$ cat config.mk
export PLATFORM = sky130hd
export DESIGN_NAME = weight_buffer_loader_18_9_42_2
export DESIGN_NICKNAME = d
export VERILOG_FILES = /design/src/rtl/weight_loader_pkg.sv /design/src/rtl/weight_word_packer.sv /design/src/rtl/weight_buffer_loader_18_9_42_2.sv
export SDC_FILE = /design/constraint.sdc
export NUM_CORES = 1
export LEC_CHECK = 0
export ABC_CLOCK_PERIOD_IN_PS = 2400
export BUFFER_PORTS_ARGS = -buffer_cell sky130_fd_sc_hd__buf_2
export CAP_MARGIN = 20
export CORE_MARGIN = 5
export CORE_UTILIZATION = 32
export DETAILED_ROUTE_END_ITERATION = 12
export GPL_ROUTABILITY_DRIVEN = 0
export PLACE_DENSITY = 0.49
export SETUP_SLACK_MARGIN = 0.4
export SYNTH_ARGS = -nofsm -noshare
export SYNTH_HDL_FRONTEND = slang
export SYNTH_HIERARCHICAL = 1
export SYNTH_SLANG_ARGS = --single-unit
$ cat constraint.sdc
create_clock -name clk -period 2.4 [get_ports clk]
set_input_delay 0.6 -clock clk [delete_from_list [all_inputs] [get_ports clk]]
set_output_delay 0.6 -clock clk [all_outputs]
set_load 0.1 [all_outputs]
$ cat src/rtl/weight_loader_pkg.sv
// Shared constants and FSM state type for the 18-bit x 9-lane x 42-word x 2-bank
// weight buffer loader.
package weight_loader_pkg;

   localparam int DATA_WIDTH    = 18;
   localparam int LANES         = 9;
   localparam int DEPTH         = 42;
   localparam int NUM_BANKS     = 2;
   localparam int ADDR_WIDTH    = 12;
   localparam int WORD_WIDTH    = DATA_WIDTH * LANES;
   localparam int TOTAL_WEIGHTS = LANES * DEPTH * NUM_BANKS;

   localparam int LANE_CNT_W = $clog2(LANES);
   localparam int WORD_CNT_W = $clog2(DEPTH);
   localparam int BANK_CNT_W = (NUM_BANKS > 1) ? $clog2(NUM_BANKS) : 1;

   typedef enum logic [1:0] {
      IDLE = 2'd0,
      LOAD = 2'd1,
      DONE = 2'd2
   } state_t;

endpackage

$ cat src/rtl/weight_word_packer.sv
// Collects LANES accepted weights into one word; word_valid pulses for one cycle
// after the accept that fills the last lane, with the finished word alongside.
module weight_word_packer
   import weight_loader_pkg::*;
(
   input  logic                  clk,
   input  logic                  reset_n,
   input  logic                  clear,
   input  logic                  accept,
   input  logic [DATA_WIDTH-1:0] data,
   output logic                  last_lane,
   output logic                  word_valid,
   output logic [WORD_WIDTH-1:0] word
);

   logic [LANES-1:0][DATA_WIDTH-1:0] lanes;
   logic [LANE_CNT_W-1:0]            lane;

   assign last_lane = (lane == LANE_CNT_W'(LANES - 1));

   always_ff @(posedge clk) begin
      if (!reset_n) begin
         lane       <= '0;
         lanes      <= '0;
         word_valid <= 1'b0;
         word       <= '0;
      end else if (clear) begin
         lane       <= '0;
         lanes      <= '0;
         word_valid <= 1'b0;
      end else begin
         word_valid <= 1'b0;
         if (accept) begin
            lanes[lane] <= data;
            if (last_lane) begin
               lane       <= '0;
               word_valid <= 1'b1;
               // the final lane is taken straight from the input so packing never stalls
               word       <= {data, lanes[LANES-2:0]};
            end else begin
               lane <= lane + 1'b1;
            end
         end
      end
   end

endmodule

$ cat src/rtl/weight_buffer_loader_18_9_42_2.sv
// Weight buffer write-side loader: FSM, word/bank counters, address and write strobes.
// Optional WEIGHT_LOADER_CHECKSUM_EN builds a running sum of accepted weights.
module weight_buffer_loader_18_9_42_2
   import weight_loader_pkg::*;
(
   input  logic                  clk,
   input  logic                  reset_n,
   input  logic                  start,
   input  logic                  in_valid,
   input  logic [DATA_WIDTH-1:0] in_data,
   output logic                  in_ready,
   output logic [ADDR_WIDTH-1:0] ram_addr,
   output logic [WORD_WIDTH-1:0] ram_data,
   output logic                  ram_we_0,
   output logic                  ram_we_1,
   output logic                  busy,
   output logic                  done,
   output logic [31:0]           checksum
);

   state_t                state, next_state;
   logic [WORD_CNT_W-1:0] word;
   logic [BANK_CNT_W-1:0] bank;
   logic [BANK_CNT_W-1:0] wr_bank;
   logic                  accept, clear, last_lane, final_word, word_valid;
   logic [ADDR_WIDTH-1:0] addr_next;

   assign in_ready   = (state == LOAD);
   assign busy       = (state == LOAD);
   assign done       = (state == DONE);
   assign accept     = in_valid && in_ready;
   assign clear      = start && (state != LOAD);
   assign final_word = (bank == BANK_CNT_W'(NUM_BANKS - 1)) && (word == WORD_CNT_W'(DEPTH - 1));
   assign addr_next  = ADDR_WIDTH'(bank) * ADDR_WIDTH'(DEPTH) + ADDR_WIDTH'(word);

   always_comb begin
      next_state = state;
      case (state)
         IDLE:    if (start) next_state = LOAD;
         LOAD:    if (accept && last_lane && final_word) next_state = DONE;
         DONE:    if (start) next_state = LOAD;
         default: next_state = IDLE;
      endcase
   end

   always_ff @(posedge clk) begin
      if (!reset_n) begin
         state    <= IDLE;
         word     <= '0;
         bank     <= '0;
         wr_bank  <= '0;
         ram_addr <= '0;
      end else begin
         state <= next_state;
         if (clear) begin
            word <= '0;
            bank <= '0;
         end else if (accept && last_lane) begin
            // address and bank are captured on the same edge the packer registers the word
            ram_addr <= addr_next;
            wr_bank  <= bank;
            if (word == WORD_CNT_W'(DEPTH - 1)) begin
               word <= '0;
               bank <= bank + 1'b1;
            end else begin
               word <= word + 1'b1;
            end
         end
      end
   end

   weight_word_packer u_packer (
      .clk        (clk),
      .reset_n    (reset_n),
      .clear      (clear),
      .accept     (accept),
      .data       (in_data),
      .last_lane  (last_lane),
      .word_valid (word_valid),
      .word       (ram_data)
   );

   assign ram_we_0 = word_valid && (wr_bank == BANK_CNT_W'(0));
   assign ram_we_1 = word_valid && (wr_bank == BANK_CNT_W'(1));

`ifdef WEIGHT_LOADER_CHECKSUM_EN
   logic [31:0] sum;

   always_ff @(posedge clk) begin
      if (!reset_n || clear) begin
         sum <= '0;
      end else if (accept) begin
         sum <= sum + {{(32 - DATA_WIDTH){in_data[DATA_WIDTH-1]}}, in_data};
      end
   end

   assign checksum = sum;
`else
   assign checksum = '0;
`endif

endmodule

Yosys cells after proc, flatten, opt, wreduce, memory -nomap -nowiden --
Cells that the tools add are included.
Storage, ports and cells: output and inout bits 211, input port bits 22, bits in registers 351
Operators by class: multiplexer cells 9, bitwise gates (word level) 4, $add $sub $neg 4, eq/ne operators 7, multiply operators 1, reductions and logical operators 16, magnitude comparators 2
Operator list (count):
- 162-bit bitwise mux | 1
- 18-bit demux with 4-bit select | 1
- 18-bit 2-to-1 mux | 1
- 7-bit by 6-bit adder with 8-bit output | 1
- 1-bit logical AND | 8
- 6-bit by 1-bit adder with 6-bit output (second input constant) | 1
- 6-bit equality test (second input constant) | 1
- 1-bit by 5-bit multiplier with 6-bit output (second input constant) | 1
- 6-bit 2-to-1 mux | 1
- 2-bit by 1-bit inequality test with 1-bit output (second input constant) | 3
- 2-bit AND reduction | 3
- 4-bit by 5-bit less-than comparator with 1-bit output (second input constant) | 1
- 4-bit by 1-bit adder with 4-bit output (second input constant) | 1
- 4-bit equality test (second input constant) | 1
- 4-bit by 1-bit >= comparator with 1-bit output (second input constant) | 1
- 2-bit 2-to-1 mux | 2
- 4-bit 2-to-1 mux | 1
- 1-bit inverter | 4
- 2-bit one-hot mux with 2 select lines | 1
- 2-bit OR reduction | 2
- 3-bit AND reduction | 1
- 3-bit OR reduction | 1
- 2-bit by 1-bit equality test with 1-bit output (second input constant) | 1
- 2-bit equality test (second input constant) | 1
- 3 further kinds | 3

Longest topological paths before layout --
depth after elaboration 6, mapped depth 9

By module --
The synthesis kept the hierarchy.
By module, submodules not included:
- weight_word_packer | seq. area each 6226.0 um^2, area each 11405.9 um^2, cells each 1241, instances 1
- weight_buffer_loader_18_9_42_2 | seq. area each 340.3 um^2, area each 1166.1 um^2, cells each 142, instances 1

Worst setup path after synthesis --
Ideal clock, no wire load.
path type reg2reg, start point reg state[1], end point reg u_packer.word[100], slack 0.011 ns, arrival 2.318 ns, stages on the path, launching flop included 8, setup time 0.072 ns, clock period less this slack 2.389 ns, cell sequence dfxtp_1 and2b_1 and2_1 nor4b_2 buf_4 buf_8 buf_8 mux2i_1
Between the ends: elaborated cells on any way between the ends 6
RTL lines:
- from (decl) | RTL line weight_buffer_loader_18_9_42_2.sv:21 | state_t state, next_state;
- from (signal assigned) | RTL line weight_buffer_loader_18_9_42_2.sv:54 | state <= next_state;
- 2-bit by 1-bit equality test with 1-bit output
- named net busy | RTL line weight_buffer_loader_18_9_42_2.sv:16 | output logic busy,
- 1-bit logical AND | RTL line weight_buffer_loader_18_9_42_2.sv:31 | assign accept = in_valid && in_ready;
- named net accept | RTL line weight_buffer_loader_18_9_42_2.sv:25 | logic accept, clear, last_lane, final_word, word_valid;
- 3-bit AND reduction (no line)
- to (signal assigned) | RTL line weight_word_packer.sv:39 | word <= {data, lanes[LANES-2:0]};
- to (decl) | RTL line weight_word_packer.sv:13 | output logic [WORD_WIDTH-1:0] word
The timed path passes the listed nets, and every way through them passes these cells. A chain may end at the register's enable or synchronous reset.

Worst setup path after layout --
start point reg state[1], end point out in_ready
Between the ends: longest elaborated chain between the ends 1
RTL lines:
- 2-bit by 1-bit equality test with 1-bit output | RTL line weight_buffer_loader_18_9_42_2.sv:28 | assign in_ready = (state == LOAD);
- to (decl) | RTL line weight_buffer_loader_18_9_42_2.sv:11 | output logic in_ready,
Every way passes these cells.

==> metrics.md <==
| Metric | Value |
|---|---|
| Outcome | `finished, final reports clean` |
| CP top delay family | `flip-flops` |
| I/O pins | `~230` |
| Most frequent cell after synthesis | `nand2_1` |
| FF/Latch Area | `0.00657 mm²` |
| Number of global-route vias before repair | `9345` |
| Pleak | `0.00581 µW` |
| H-tree Lvls | `2` |
| Asr flop ratio synth | `0%` |
| Max Clock Freq | `510 MHz` |
| Fin crit share | `81.7%` |
| Synth area leader | `dfxtp_1` |
| WHS | `0.337 ns` |
| Slew headroom | `61.5%` |
| CP endpoint kind | `primary output` |
| Placed instance count | `about 2000` |
| Cell Area, Synth | `roughly 0.013 mm²` |
| DR DRC count | `0` |
| Max incr delay on CP | `approximately 0.33 ns` |
| Max Slew Vio Count | `0` |
| Worst slew pin tran | `0.582 ns` |
| Synthesized area per cell | `9.09 µm²` |
| Overall Global Routing Usage | `16.3%` |
| Die W | `around 210 µm` |
| CP max FO | `5` |
| CP arrival | `1.36 ns` |
| Area growth syn-to-layout | `22.4%` |
| IO Port Bufs | `195` |
| Final hold violation count | `0` |
| Avg WL per Cell | `17.5 µm` |
| Register bit total from synthesis | `about 330` |
| Post-Syn Instances | `about 1400` |
| Clock Tree Buf Depth | `3` |
| Initial antenna violation count | `4` |
| Gate power share | `5.9%` |
| Clk sinks | `328` |
| Clock Power Share | `48.2%` |
| HP Class | `input port to flop` |
| Dpl hpwl | `24000 µm` |
| Startpoint type of the worst setup path | `flop` |
| Grt ovf | `0` |
| Worst-Skew Late Latency | `0.53 ns` |
| Minimum clock period | `roughly 2 ns` |
| Worst path slowest cell | `dfxtp_2` |
| YS warnings | `6` |
| Post-synth top cells | `nand2_1 (362), dfxtp_1 (328), mux2i_1 (163), nand3_1 (146), o21ai_0 (146)` |
| Power Dens Cells | `775 mW/mm²` |
| WL final | `36900 µm` |
| Max VDD drop | `0.366 mV` |
| CORE AREA | `around 0.039 mm²` |
| Seq pwr share | `45.9%` |
| Die Ht | `208 µm` |
| CTS tree | `built` |
| Critical path cell sequence | `and2b_4 > buf_12` |
| Top cells by area, synth | `dfxtp_1 (52%), mux2i_1 (13%), nand2_1 (11%)` |
| Post-DP Area | `0.0139 mm²` |
| Root Driver | `clkbuf_16` |
| Post-synth EDFFs | `0` |
| Floorplan row count | `72` |
| First-pass GRT wire length | `56500 µm` |
| Crit Path Category | `flop to primary output` |
| Initial Util | `between 30% and 40%` |
| Ys flop type | `dfxtp_1` |
| Sequential area share after synthesis | `between 50% and 60%` |
| Yosys top cell area share | `52.2%` |
| Total number of vias | `9702` |
| Post-route ant nets | `0` |
| DR iter-0 viols | `452` |
| Int Pwr | `9060 µW` |
| Layout cells sized above 1 | `20.2%` |
| Final setup violation count | `0` |
| Largest net degree at the start of global routing | `129` |
| Total power | `11900 µW` |
| RSZ-0062 raised after global routing | `true` |
| Max Cap Viol | `0` |
| DRT Pass-1 Iters | `5` |
| Sw Pwr | `roughly 2900 µW` |
| Net Sw Frac | `between 20% and 30%` |
| Clock Skew | `0.0214 ns` |
| Final cell count without fillers | `2105` |
| CP bufs+invs | `1` |
| WP data required | `1.80 ns` |
| Worst-path clk slew | `0.06 ns` |
| Vias per std cell | `approximately 4.6` |
| Setup TNS | `0 ns` |
| Area of the multi-input gates | `0.00531 mm²` |
| FILL cells | `3955` |
| Finished Cell Area | `~0.015 mm²` |
| Synth cell types | `between 40 and 50` |
| Die ar. | `0.0434 mm²` |
| CTS buffer count | `38` |
| Layout net count | `1593` |
==> layer usage <==
| layer | vias up | part of all wire, % | GRT usage, % |
|---|---|---|---|
| li1 | 4933 | - | - |
| met1 | 4494 | 47 | 22.9 |
| met2 | 222 | 45 | 25.6 |
| met3 | 49 | 6.7 | 4.28 |
| met4 | 4 | 1.4 | 3.19 |
| met5 | - | 0.092 | 0 |
==> final cells by class <==
type	instances	share of cell area, %
multi-input combinational	941	34.5
clock inverter	9	0.821
timing repair buffer	247	10.5
antenna	1	0.0163
sequential	328	42.7
inverter	5	0.122
tap	518	4.21
clock buffer	56	7.15
==> sequential cells by signal, summed over array words and instances, names as in the netlist <==
register and count:
u_packer/lane 4, u_packer/word_valid 1, u_packer/word 162, bank 1, wr_bank 1, ram_addr 7, state 2, u_packer/lanes 144
word 6
==> power groups by stage <==
stage	logic (µW)	clock network [µW]	registers, µW
floorplan	537	0	5590
global placement	687	0	5590
detailed placement	690	0	5590
CTS	698	5920	5470
global route	745	6160	5470
finish	703	5750	5470
==> cell usage in the layout, fill, tap and decap left out, types with 2 or more instances in the layout <==
master     synthesis  routed
nand2_1          362     360
nand4b_2           3       3
nor2b_2            0       3
mux2i_1          163     163
inv_1              5       4
nand2b_1           3       3
buf_4             49      42
conb_1             1      37
buf_16             0       6
nand4bb_1          4       4
nand4b_1           2       2
clkbuf_16          0      39
buf_12             0       7
and3_1             2       2
and2_1             2       2
clkinv_2           0       4
nor2_1            14      14
nand3_1          146     146
a21oi_1           13      13
buf_2             19     188
clkbuf_1          57      11
dfxtp_1          328     326
nor3_1             2       2
xnor2_1            3       3
bufinv_16          0       3
xor2_1             2       2
dfxtp_2            0       2
nor2b_1            6       2
a211oi_1           3       3
ha_1              10       9
clkbuf_8           0       6
nand2_2            1       3
buf_8              9       3
o21ai_0          146     146
==> worst reg2reg max path, delay by kind of cell (launching register included) <==
family,cells,cell delay (ns)
simple gates,2,0.35
buf+inv,4,0.69
fa+ha+maj,1,0.17
mux,1,0.25
flops,1,0.37
==> worst paths after layout <==
check | startpoint | endpoint | slack, ns | cells after the start
max | state[1]$_SDFFE_PN0P_ | in_ready | 0.44 | 2
min | in_data[7] | u_packer/word[151]$_SDFFE_PN0P_ | 0.34 | 3
max reg2reg | u_packer/lane[0]$_SDFFE_PP0P_ | u_packer/word[143]$_SDFFE_PN0P_ | 0.47 | 8
min reg2reg | u_packer/word[11]$_SDFFE_PN0P_ | u_packer/word[11]$_SDFFE_PN0P_ | 0.45 | 2
==> kinds of logic after synthesis <==
kind of cell    after synthesis  share of synthesized area (%)
mux                         163                           13.0
buf+inv                     150                           7.00
flops                       328                           52.2
other cells                   1                         0.0298
xor+xnor                      5                          0.348
simple gates                554                           19.3
compound gates              172                           7.10
fa+ha+maj                    10                          0.995
==> what timing repair did <==
item,4_1_cts,5_1_grt
cloned,3,0
setup buffers,1,2
endpoints found under the setup margin,174,172
hold buffers,0,0
resized for setup,16,15
pin swaps,1,1
==> through the flow <==
stage / utilization [%] / setup slack (ns)
after detailed placement: 36.0 / 0.225
after global placement: 36.0 / 0.257
after global routing: 39.7 / 0.373
after CTS: 39.6 / 0.318
final: 39.7 / 0.438
after floorplan: - / 0.424
(Power assumes the default switching activity.)
